$ cat config.mk
export PLATFORM = sky130hd
export DESIGN_NAME = ftw_sweep_ctrl_flat
export DESIGN_NICKNAME = d
export VERILOG_FILES = /design/src/rtl/ftw_sweep_ctrl_if.sv /design/src/rtl/ftw_sweep_ctrl.sv /design/src/flat_wrapper.sv
export SDC_FILE = /design/constraint.sdc
export NUM_CORES = 1
export LEC_CHECK = 0
export CAP_MARGIN = 25
export CORE_ASPECT_RATIO = 0.5
export CORE_UTILIZATION = 45
export DETAILED_ROUTE_END_ITERATION = 6
export MAX_ROUTING_LAYER = met4
export PLACE_DENSITY = 0.66
export SLEW_MARGIN = 10
export SYNTH_ARGS = -nofsm -noshare
export SYNTH_HDL_FRONTEND = slang
export SYNTH_SLANG_ARGS = --single-unit
$ cat constraint.sdc
create_clock -name clk -period 5.4 [get_ports clk]
set_input_delay 1.08 -clock clk [delete_from_list [all_inputs] [get_ports clk]]
set_output_delay 1.08 -clock clk [all_outputs]
set_load 0.1 [all_outputs]
$ cat src/rtl/ftw_sweep_ctrl_if.sv
// Control, configuration and accumulator-drive bundle for the FTW sweep sequencer.
// The master side drives the strobes and config; the slave side is the sequencer itself.
interface ftw_sweep_ctrl_if #(
  parameter int W = 16
);
  // tick, start and abort are single-cycle strobes sampled on the rising clock.
  // Nothing is held back: a strobe is consumed in the cycle it is high or it is dropped.
  logic         tick;
  logic         start;
  logic         abort;
  logic [W-1:0] cfg_start_ftw;
  logic [W-1:0] cfg_stop_ftw;
  logic [W-1:0] cfg_step;
  logic [1:0]   cfg_mode;
  logic [W-1:0] ftw;
  logic         acc_enable;
  logic         busy;
  logic         done;
  logic         err;
  logic [1:0]   dbg_state;

  modport master (
    output tick, start, abort, cfg_start_ftw, cfg_stop_ftw, cfg_step, cfg_mode,
    input  ftw, acc_enable, busy, done, err, dbg_state
  );

  modport slave (
    input  tick, start, abort, cfg_start_ftw, cfg_stop_ftw, cfg_step, cfg_mode,
    output ftw, acc_enable, busy, done, err, dbg_state
  );
endinterface

$ cat src/rtl/ftw_sweep_ctrl.sv
// Steps the DDFS tuning word from a start to a stop word once per time-base tick,
// in single-shot, sawtooth or triangle mode, clipping overshoot to the stop word.
module ftw_sweep_ctrl #(
  parameter int W = 16
) (
  input  logic             clk,
  input  logic             reset_n,
  ftw_sweep_ctrl_if.slave  sw
);
  localparam logic [1:0] S_IDLE = 2'd0;
  localparam logic [1:0] S_RUN  = 2'd1;
  localparam logic [1:0] S_END  = 2'd2;

  localparam logic [1:0] M_SINGLE = 2'b00;
  localparam logic [1:0] M_SAW    = 2'b01;
  localparam logic [1:0] M_TRI    = 2'b10;
  localparam logic [1:0] M_RSVD   = 2'b11;

  logic [1:0]   r_state;
  logic [W-1:0] r_ftw;
  logic         r_en;
  logic         r_busy;
  logic         r_done;
  logic         r_err;
  logic [W-1:0] r_start;
  logic [W-1:0] r_stop;
  logic [W-1:0] r_step;
  logic [1:0]   r_mode;
  logic         r_dir_up;

  logic [W:0]   w_sum;
  logic [W-1:0] w_diff;
  logic         w_up_end;
  logic         w_dn_end;
  logic         w_reject;

  // Up uses the carry bit, down the borrow, so the word can never wrap past stop.
  assign w_sum    = {1'b0, r_ftw} + {1'b0, r_step};
  assign w_diff   = r_ftw - r_step;
  assign w_up_end = w_sum[W] || (w_sum[W-1:0] >= r_stop);
  assign w_dn_end = (r_ftw < r_step) || (w_diff <= r_stop);
  assign w_reject = (sw.cfg_step == '0) || (sw.cfg_mode == M_RSVD);

  always_ff @(posedge clk or negedge reset_n) begin
    if (!reset_n) begin
      r_state  <= S_IDLE;
      r_ftw    <= '0;
      r_en     <= 1'b0;
      r_busy   <= 1'b0;
      r_done   <= 1'b0;
      r_err    <= 1'b0;
      r_start  <= '0;
      r_stop   <= '0;
      r_step   <= '0;
      r_mode   <= M_SINGLE;
      r_dir_up <= 1'b1;
    end else begin
      r_done <= 1'b0;
      r_err  <= 1'b0;
      if (sw.abort) begin
        r_state <= S_IDLE;
        r_ftw   <= '0;
        r_en    <= 1'b0;
        r_busy  <= 1'b0;
      end else begin
        case (r_state)
          S_IDLE: begin
            if (sw.start) begin
              if (w_reject) begin
                r_err <= 1'b1;
              end else begin
                r_start  <= sw.cfg_start_ftw;
                r_stop   <= sw.cfg_stop_ftw;
                r_step   <= sw.cfg_step;
                r_mode   <= sw.cfg_mode;
                r_dir_up <= (sw.cfg_start_ftw <= sw.cfg_stop_ftw);
                r_ftw    <= sw.cfg_start_ftw;
                r_en     <= 1'b1;
                r_busy   <= 1'b1;
                r_state  <= S_RUN;
              end
            end
          end
          S_RUN: begin
            if (sw.tick) begin
              if (r_dir_up ? w_up_end : w_dn_end) begin
                r_ftw   <= r_stop;
                r_state <= S_END;
              end else begin
                r_ftw <= r_dir_up ? w_sum[W-1:0] : w_diff;
              end
            end
          end
          S_END: begin
            if (sw.tick) begin
              case (r_mode)
                M_SAW: begin
                  r_ftw   <= r_start;
                  r_state <= S_RUN;
                end
                M_TRI: begin
                  // Reverse in place: the stop word becomes the new origin.
                  r_start  <= r_stop;
                  r_stop   <= r_start;
                  r_dir_up <= !r_dir_up;
                  r_state  <= S_RUN;
                end
                default: begin
                  r_done  <= 1'b1;
                  r_en    <= 1'b0;
                  r_busy  <= 1'b0;
                  r_state <= S_IDLE;
                end
              endcase
            end
          end
          default: r_state <= S_IDLE;
        endcase
      end
    end
  end

  assign sw.ftw        = r_ftw;
  assign sw.acc_enable = r_en;
  assign sw.busy       = r_busy;
  assign sw.done       = r_done;
  assign sw.err        = r_err;
  assign sw.dbg_state  = r_state;
endmodule

$ cat src/flat_wrapper.sv
// flat-port wrapper written by rule: the top's interface ports become plain ports
module ftw_sweep_ctrl_flat 
#(
  parameter int W = 16
)
  (clk, reset_n, sw_tick, sw_start, sw_abort, sw_cfg_start_ftw, sw_cfg_stop_ftw, sw_cfg_step, sw_cfg_mode, sw_ftw, sw_acc_enable, sw_busy, sw_done, sw_err, sw_dbg_state);
  ftw_sweep_ctrl_if #(.W(W)) sw_i ();
  input  logic clk;
  input  logic reset_n;
  input wire logic [$bits(sw_i.tick)-1:0] sw_tick;
  input wire logic [$bits(sw_i.start)-1:0] sw_start;
  input wire logic [$bits(sw_i.abort)-1:0] sw_abort;
  input wire logic [$bits(sw_i.cfg_start_ftw)-1:0] sw_cfg_start_ftw;
  input wire logic [$bits(sw_i.cfg_stop_ftw)-1:0] sw_cfg_stop_ftw;
  input wire logic [$bits(sw_i.cfg_step)-1:0] sw_cfg_step;
  input wire logic [$bits(sw_i.cfg_mode)-1:0] sw_cfg_mode;
  output wire logic [$bits(sw_i.ftw)-1:0] sw_ftw;
  output wire logic [$bits(sw_i.acc_enable)-1:0] sw_acc_enable;
  output wire logic [$bits(sw_i.busy)-1:0] sw_busy;
  output wire logic [$bits(sw_i.done)-1:0] sw_done;
  output wire logic [$bits(sw_i.err)-1:0] sw_err;
  output wire logic [$bits(sw_i.dbg_state)-1:0] sw_dbg_state;
  assign sw_i.tick = sw_tick;
  assign sw_i.start = sw_start;
  assign sw_i.abort = sw_abort;
  assign sw_i.cfg_start_ftw = sw_cfg_start_ftw;
  assign sw_i.cfg_stop_ftw = sw_cfg_stop_ftw;
  assign sw_i.cfg_step = sw_cfg_step;
  assign sw_i.cfg_mode = sw_cfg_mode;
  assign sw_ftw = sw_i.ftw;
  assign sw_acc_enable = sw_i.acc_enable;
  assign sw_busy = sw_i.busy;
  assign sw_done = sw_i.done;
  assign sw_err = sw_i.err;
  assign sw_dbg_state = sw_i.dbg_state;
  ftw_sweep_ctrl #(.W(W)) u_core (.clk(clk), .reset_n(reset_n), .sw(sw_i));
endmodule
# Word level (Yosys, flattened, before mapping)
# Index checks and enable logic that the tools add are counted.
[totals]
latch_bits = 0
register_bits = 72
elab_cells = 94
out_inout_bits = 22
romBits = 0
ramBits = 0
input_bits = 55
mem_count = 0
[op_classes]
addsub = 2
order_cmp = 4
n_mul = 0
shift = 0
div = 0
mux = 45
bitwise_logic = 2
reduce_logical = 15
eq_ne = 16
[op_table]
columns = ["op", "n"]
rows = [
  ["16-bit two-way mux", 14],
  ["16-bit case mux with 2 select lines", 2],
  ["16-bit case mux with 3 select lines", 1],
  ["16-bit less-or-equal comparator", 2],
  ["1-bit two-way mux", 19],
  ["16-bit by 16-bit adder with 17-bit output", 1],
  ["16-bit >= comparator", 1],
  ["16-bit zero test", 1],
  ["16-bit < comparator", 1],
  ["16-bit subtractor", 1],
  ["3-bit inequality test, second input constant", 5],
  ["2-bit two-way mux", 6],
  ["6-bit AND reduction", 2],
  ["5-bit AND reduction", 2],
  ["2-bit equality test, second input constant", 3],
  ["2-bit inequality test, second input constant", 3],
  ["3-bit by 2-bit inequality test with 1-bit output, second input constant", 2],
  ["2-bit case mux with 3 select lines", 1],
  ["2-bit by 1-bit equality test with 1-bit output, second input constant", 2],
  ["1-bit case mux with 2 select lines", 2],
  ["4-bit AND reduction", 1],
  ["4-bit nonzero test", 1],
  ["1-bit logical OR", 3],
  ["3-bit nonzero test", 1],
  ["6 further kinds", 7],
]

# Depth between registers and ports, before layout
[depth]
ltp_word = 8
mapped_depth = 21
ltp_nobuf = 19

# Worst setup path after synthesis
# Ideal clock, no wire load.
[synth_timing]
path_type = "flip-flop to flip-flop"
from = "reg u_core.r_ftw[5] (netlist: u_core.sw.ftw[5])"
to = "reg u_core.r_ftw[13] (netlist: u_core.sw.ftw[13])"
setup_ns = 0.126
slack_ns = 0.551
n_path_buf = 3
arrival_ns = 4.723
period_less_slack_ns = 4.849
required_ns = 5.274
path_stages_with_launch = 20
path_cell_list = "dfrtp_1 ha_1 buf_6 a21o_1 a2111oi_4 nand2b_2 o21ba_4 a21o_2 a21oi_1 xnor2_1 ha_1 nand4_1 or4_1 a21o_1 nand3_1 o211ai_2 o31a_2 buf_8 buf_8 o311a_1"
[synth_between]
elab_chain_cells = 8
word_cells_on_any_way = 13
classes_between = "add/sub (2); order compare (3); mux (6); reduce/logical (2)"
[synth_rtl]
columns = ["element", "line", "source"]
rows = [
  ["from (decl)", "ftw_sweep_ctrl.sv:20", "logic [W-1:0] r_ftw;"],
  ["from (signal assigned)", "ftw_sweep_ctrl.sv:77", "r_ftw <= sw.cfg_start_ftw;"],
  ["from (signal assigned)", "ftw_sweep_ctrl.sv:87", "r_ftw <= r_stop;"],
  ["from (signal assigned)", "ftw_sweep_ctrl.sv:90", "r_ftw <= r_dir_up ? w_sum[W-1:0] : w_diff;"],
  ["16-bit subtractor / 16-bit by 16-bit adder with 17-bit output (equally long branches)", "ftw_sweep_ctrl.sv:39, ftw_sweep_ctrl.sv:38", ""],
  ["16-bit less-or-equal comparator / 16-bit >= comparator (equally long branches)", "ftw_sweep_ctrl.sv:41, ftw_sweep_ctrl.sv:40", ""],
  ["1-bit logical OR (on tied branches)", "ftw_sweep_ctrl.sv:41, ftw_sweep_ctrl.sv:40", ""],
  ["1-bit two-way mux", "ftw_sweep_ctrl.sv:86", "if (r_dir_up ? w_up_end : w_dn_end) begin"],
  ["16-bit two-way mux *", "ftw_sweep_ctrl.sv:86", ""],
  ["16-bit two-way mux *", "ftw_sweep_ctrl.sv:85", "if (sw.tick) begin"],
  ["16-bit case mux with 3 select lines *", "ftw_sweep_ctrl.sv:66", "case (r_state)"],
  ["16-bit two-way mux *", "ftw_sweep_ctrl.sv:60", "if (sw.abort) begin"],
]
# Mark *: on every way between the ends. The rest lies on a longest branch, timed or not. The select of a mux whose other input is x is not followed.
# A chain may end at the register's enable or synchronous reset.

# Worst setup path after layout
[layout_timing]
from = "reg u_core.r_ftw[0] (netlist: u_core.sw.ftw[0])"
to = "reg u_core.r_ftw[10] (netlist: u_core.sw.ftw[10])"
# The elaborated chain is that of the path after synthesis.

==> flow_summary.json <==
{
  "cts_buffers": 9,
  "crit_buf_inv": 1,
  "remaining_drc_errors": 0,
  "synth_area_per_cell_um2": 8.34,
  "async_flop_share_pct": 100,
  "row_count": 31,
  "period_minus_slack_ns": 4.93,
  "gp_congestion": 0.939,
  "hpwl_um": 16000,
  "area_growth_pct": 17.9,
  "grt_pass1_wl_um": 32300,
  "via_count": 6170,
  "cts_tree": "done",
  "critPathLaunch": "u_core.sw.ftw[0]",
  "final.setup_skew_ns": 0.0111,
  "slew_violations": 0,
  "ios": 77,
  "whs_ns": 0.483,
  "clkTransAtPathRegs_ns": 0.07,
  "drt-initial-drc-count": 681,
  "tightest_slew_ns": 0.998,
  "grt_pass1_vias": 5650,
  "clockRootBuffer": "clkbuf_16",
  "synth-seq-area-share_pct": 26.3,
  "endpoint_kind": "flip-flop",
  "grt_max_degree": 73,
  "r2r-end": "u_core.sw.ftw[10]",
  "antenna_found_initial": 0,
  "die-area_mm2": 0.0158,
  "start_kind": "flip-flop",
  "wire_per_inst_um": 19.1,
  "placement.io_buffers": 76,
  "cts-hold-fix-buffers": 0,
  "cp_slowest_cell": "o31a_2",
  "endpoint": "u_core.sw.ftw[10]",
  "period_share_pct": 91.3,
  "overflow": 0,
  "ys_warn_count": 0,
  "vias_per_cell": 5.69,
  "clock.fmax_ghz": 0.203,
  "slowest_delay_ns": 0.58,
  "ys.flop_type": "dfrtp_1",
  "critPathKind": "reg2reg",
  "initial_core_util_pct": 46.7,
  "synth-seq-cells": 72,
  "drive_above_1_share_pct": 6.77,
  "cap_violations": 0,
  "slew-limit-headroom_pct": 33.3,
  "clock_latency_ns": 0.35,
  "crit_fanout": 22,
  "cp_top_family": "compound AO/OA/AOI/OAI gates",
  "reg2regPathDepth": 19,
  "syn_area_mm2": 0.00685,
  "path_depth": 19,
  "required_ns": 5.65,
  "nets": 1026,
  "die_w_um": 177,
  "cts_resized": 0,
  "ant_nets": 0,
  "htree_levels": 3,
  "status": "finished clean",
  "critPathArrivalTime_ns": 5.18,
  "grt.total_usage_pct": 28.2,
  "mostFrequentLayoutCell": "ha_1",
  "finalSetupViolCount": 0,
  "hp-class": "reg2reg",
  "setup_tns_ns": 0,
  "postCtsSetupRepairBufs": 0,
  "wirelength_um": 20700,
  "layout_common_cells": "ha_1, inv_1, nand2_1",
  "n_antenna_cell": 0,
  "crit_chain": "inv_1, ha_1, fa_1, nand2b_1, a21oi_1, nand2b_2, o21ba_4, a21o_2, a21oi_1, xnor2_1, ha_1, nand4_1, or4_1, o22ai_1, nor2_1, o211ai_2, o31a_2, mux2_2, o32ai_1",
  "clkSinkCount": 72,
  "reg2reg_from": "u_core.sw.ftw[0]",
  "postSynthCellCount": 822,
  "rsz0062_at_grt": "false",
  "coreArea_mm2": 0.0147,
  "clockBufferDepth": 2,
  "synth-edff-count": 0,
  "die_y_um": 89.3,
  "finalHoldViolCount": 0,
  "drt_first_pass_iters": 5,
  "synth_cell_types": 78,
  "synth_nets": 966,
  "r2r_slack_ns": 0.47
}
## area by class of cell
type	count	area (um^2)
Clock buffer	9	225
Clock inverter	6	92.6
Fill cell	1405	6590
Inverter	85	319
Multi-Input combinational cell	628	4540
Sequential cell	72	1800
Tap cell	198	248
Timing Repair Buffer	86	853
## sequential cells by signal, summed over array words and instances (netlist names)
register,flops
u_core.r_start,16
u_core.r_stop,16
u_core.sw.dbg_state,2
u_core.sw.acc_enable,1
u_core.sw.ftw,16
u_core.sw.err,1
u_core.r_dir_up,1
u_core.r_step,16
u_core.sw.done,1
u_core.r_mode,2
## logic make-up after synthesis
group | Yosys count | share of synthesized area, %
AO/OA/AOI/OAI | 239 | 22.7
AND/OR/NAND/NOR | 216 | 14.7
buffers and inverters | 122 | 7.61
adder cells (fa/ha/maj) | 89 | 16.5
flip-flops | 72 | 26.3
multiplexers | 53 | 8.23
XOR/XNOR | 31 | 3.96
## how the worst min path moves through the flow
stage	cells after the start	slack [ns]	from	endpoint
2_1_floorplan	2	0.45	u_core.r_start[11]	u_core.r_start[11]
3_3_place_gp	2	0.46	u_core.r_start[14]	u_core.r_start[14]
3_5_place_dp	2	0.47	u_core.r_start[11]	u_core.r_start[11]
4_1_cts	2	0.49	u_core.r_start[11]	u_core.r_start[11]
5_1_grt	2	0.53	u_core.r_start[13]	u_core.r_start[13]
6_report	2	0.48	u_core.r_start[12]	u_core.r_start[12]
## routing by layer
layer | vias up | GRT usage (%) | part of all wire, %
met5 | - | - | 0
met4 | 0 | 5.02 | 0.77
met3 | 15 | 5.40 | 8.7
met2 | 235 | 34.6 | 35
met1 | 2899 | 45.4 | 55
li1 | 3021 | - | -
## through the flow
| step | setup WS, ns | cells | util, % | cell area, um^2 |
|---|---|---|---|---|
| floorplan | 0.551 | 822 | - | 6850 |
| global placement | 0.551 | 1068 | 52.7 | 7730 |
| detailed placement | 0.538 | 1068 | 52.7 | 7730 |
| CTS | 0.508 | 1083 | 54.9 | 8050 |
| global route | 0.175 | 1084 | 55.1 | 8080 |
| finish | 0.472 | 1084 | 55.1 | 8080 |
## Yosys cell counts, types with 3 or more instances
| cell type | number | share of area (%) |
|---|---|---|
| nor2b_1 | 9 | 0.82 |
| nand3_1 | 16 | 1.2 |
| ha_1 | 87 | 16 |
| xnor2_1 | 29 | 3.7 |
| a211oi_1 | 4 | 0.44 |
| o21bai_1 | 3 | 0.33 |
| mux2_4 | 5 | 1.1 |
| o32ai_1 | 3 | 0.38 |
| o21a_1 | 5 | 0.55 |
| o21ai_0 | 77 | 5.6 |
| a21o_1 | 15 | 1.6 |
| or4_1 | 4 | 0.44 |
| o211ai_1 | 9 | 0.99 |
| mux2_2 | 7 | 1.2 |
| o31ai_2 | 4 | 0.73 |
| nand4_1 | 9 | 0.82 |
| a221oi_1 | 3 | 0.38 |
| a21oi_1 | 60 | 4.4 |
| inv_1 | 83 | 4.5 |
| o31ai_1 | 5 | 0.55 |
| a31oi_1 | 5 | 0.46 |
| a41oi_1 | 4 | 0.51 |
| buf_6 | 3 | 0.49 |
| nand2_1 | 78 | 4.3 |
| mux2i_1 | 41 | 6.0 |
| a22oi_1 | 8 | 0.88 |
| o21ai_1 | 4 | 0.29 |
| nand2b_1 | 15 | 1.4 |
| nor2_1 | 55 | 3.0 |
| nor4_1 | 6 | 0.55 |
| clkbuf_1 | 24 | 1.3 |
| buf_2 | 4 | 0.29 |
| dfrtp_1 | 71 | 26 |
| nor3_1 | 9 | 0.66 |
## worst register-to-register path: stages (launching register included)
cell,delay [ns]
dfrtp_1,0.37
inv_1,0.09
ha_1,0.24
fa_1,0.42
nand2b_1,0.19
a21oi_1,0.26
nand2b_2,0.20
o21ba_4,0.19
a21o_2,0.13
a21oi_1,0.07
xnor2_1,0.15
ha_1,0.32
nand4_1,0.13
or4_1,0.57
o22ai_1,0.13
nor2_1,0.06
o211ai_2,0.06
o31a_2,0.58
mux2_2,0.41
o32ai_1,0.24
Power is not shown: default switching activity piles up to over one toggle a cycle in this logic, so the estimate is an artifact.
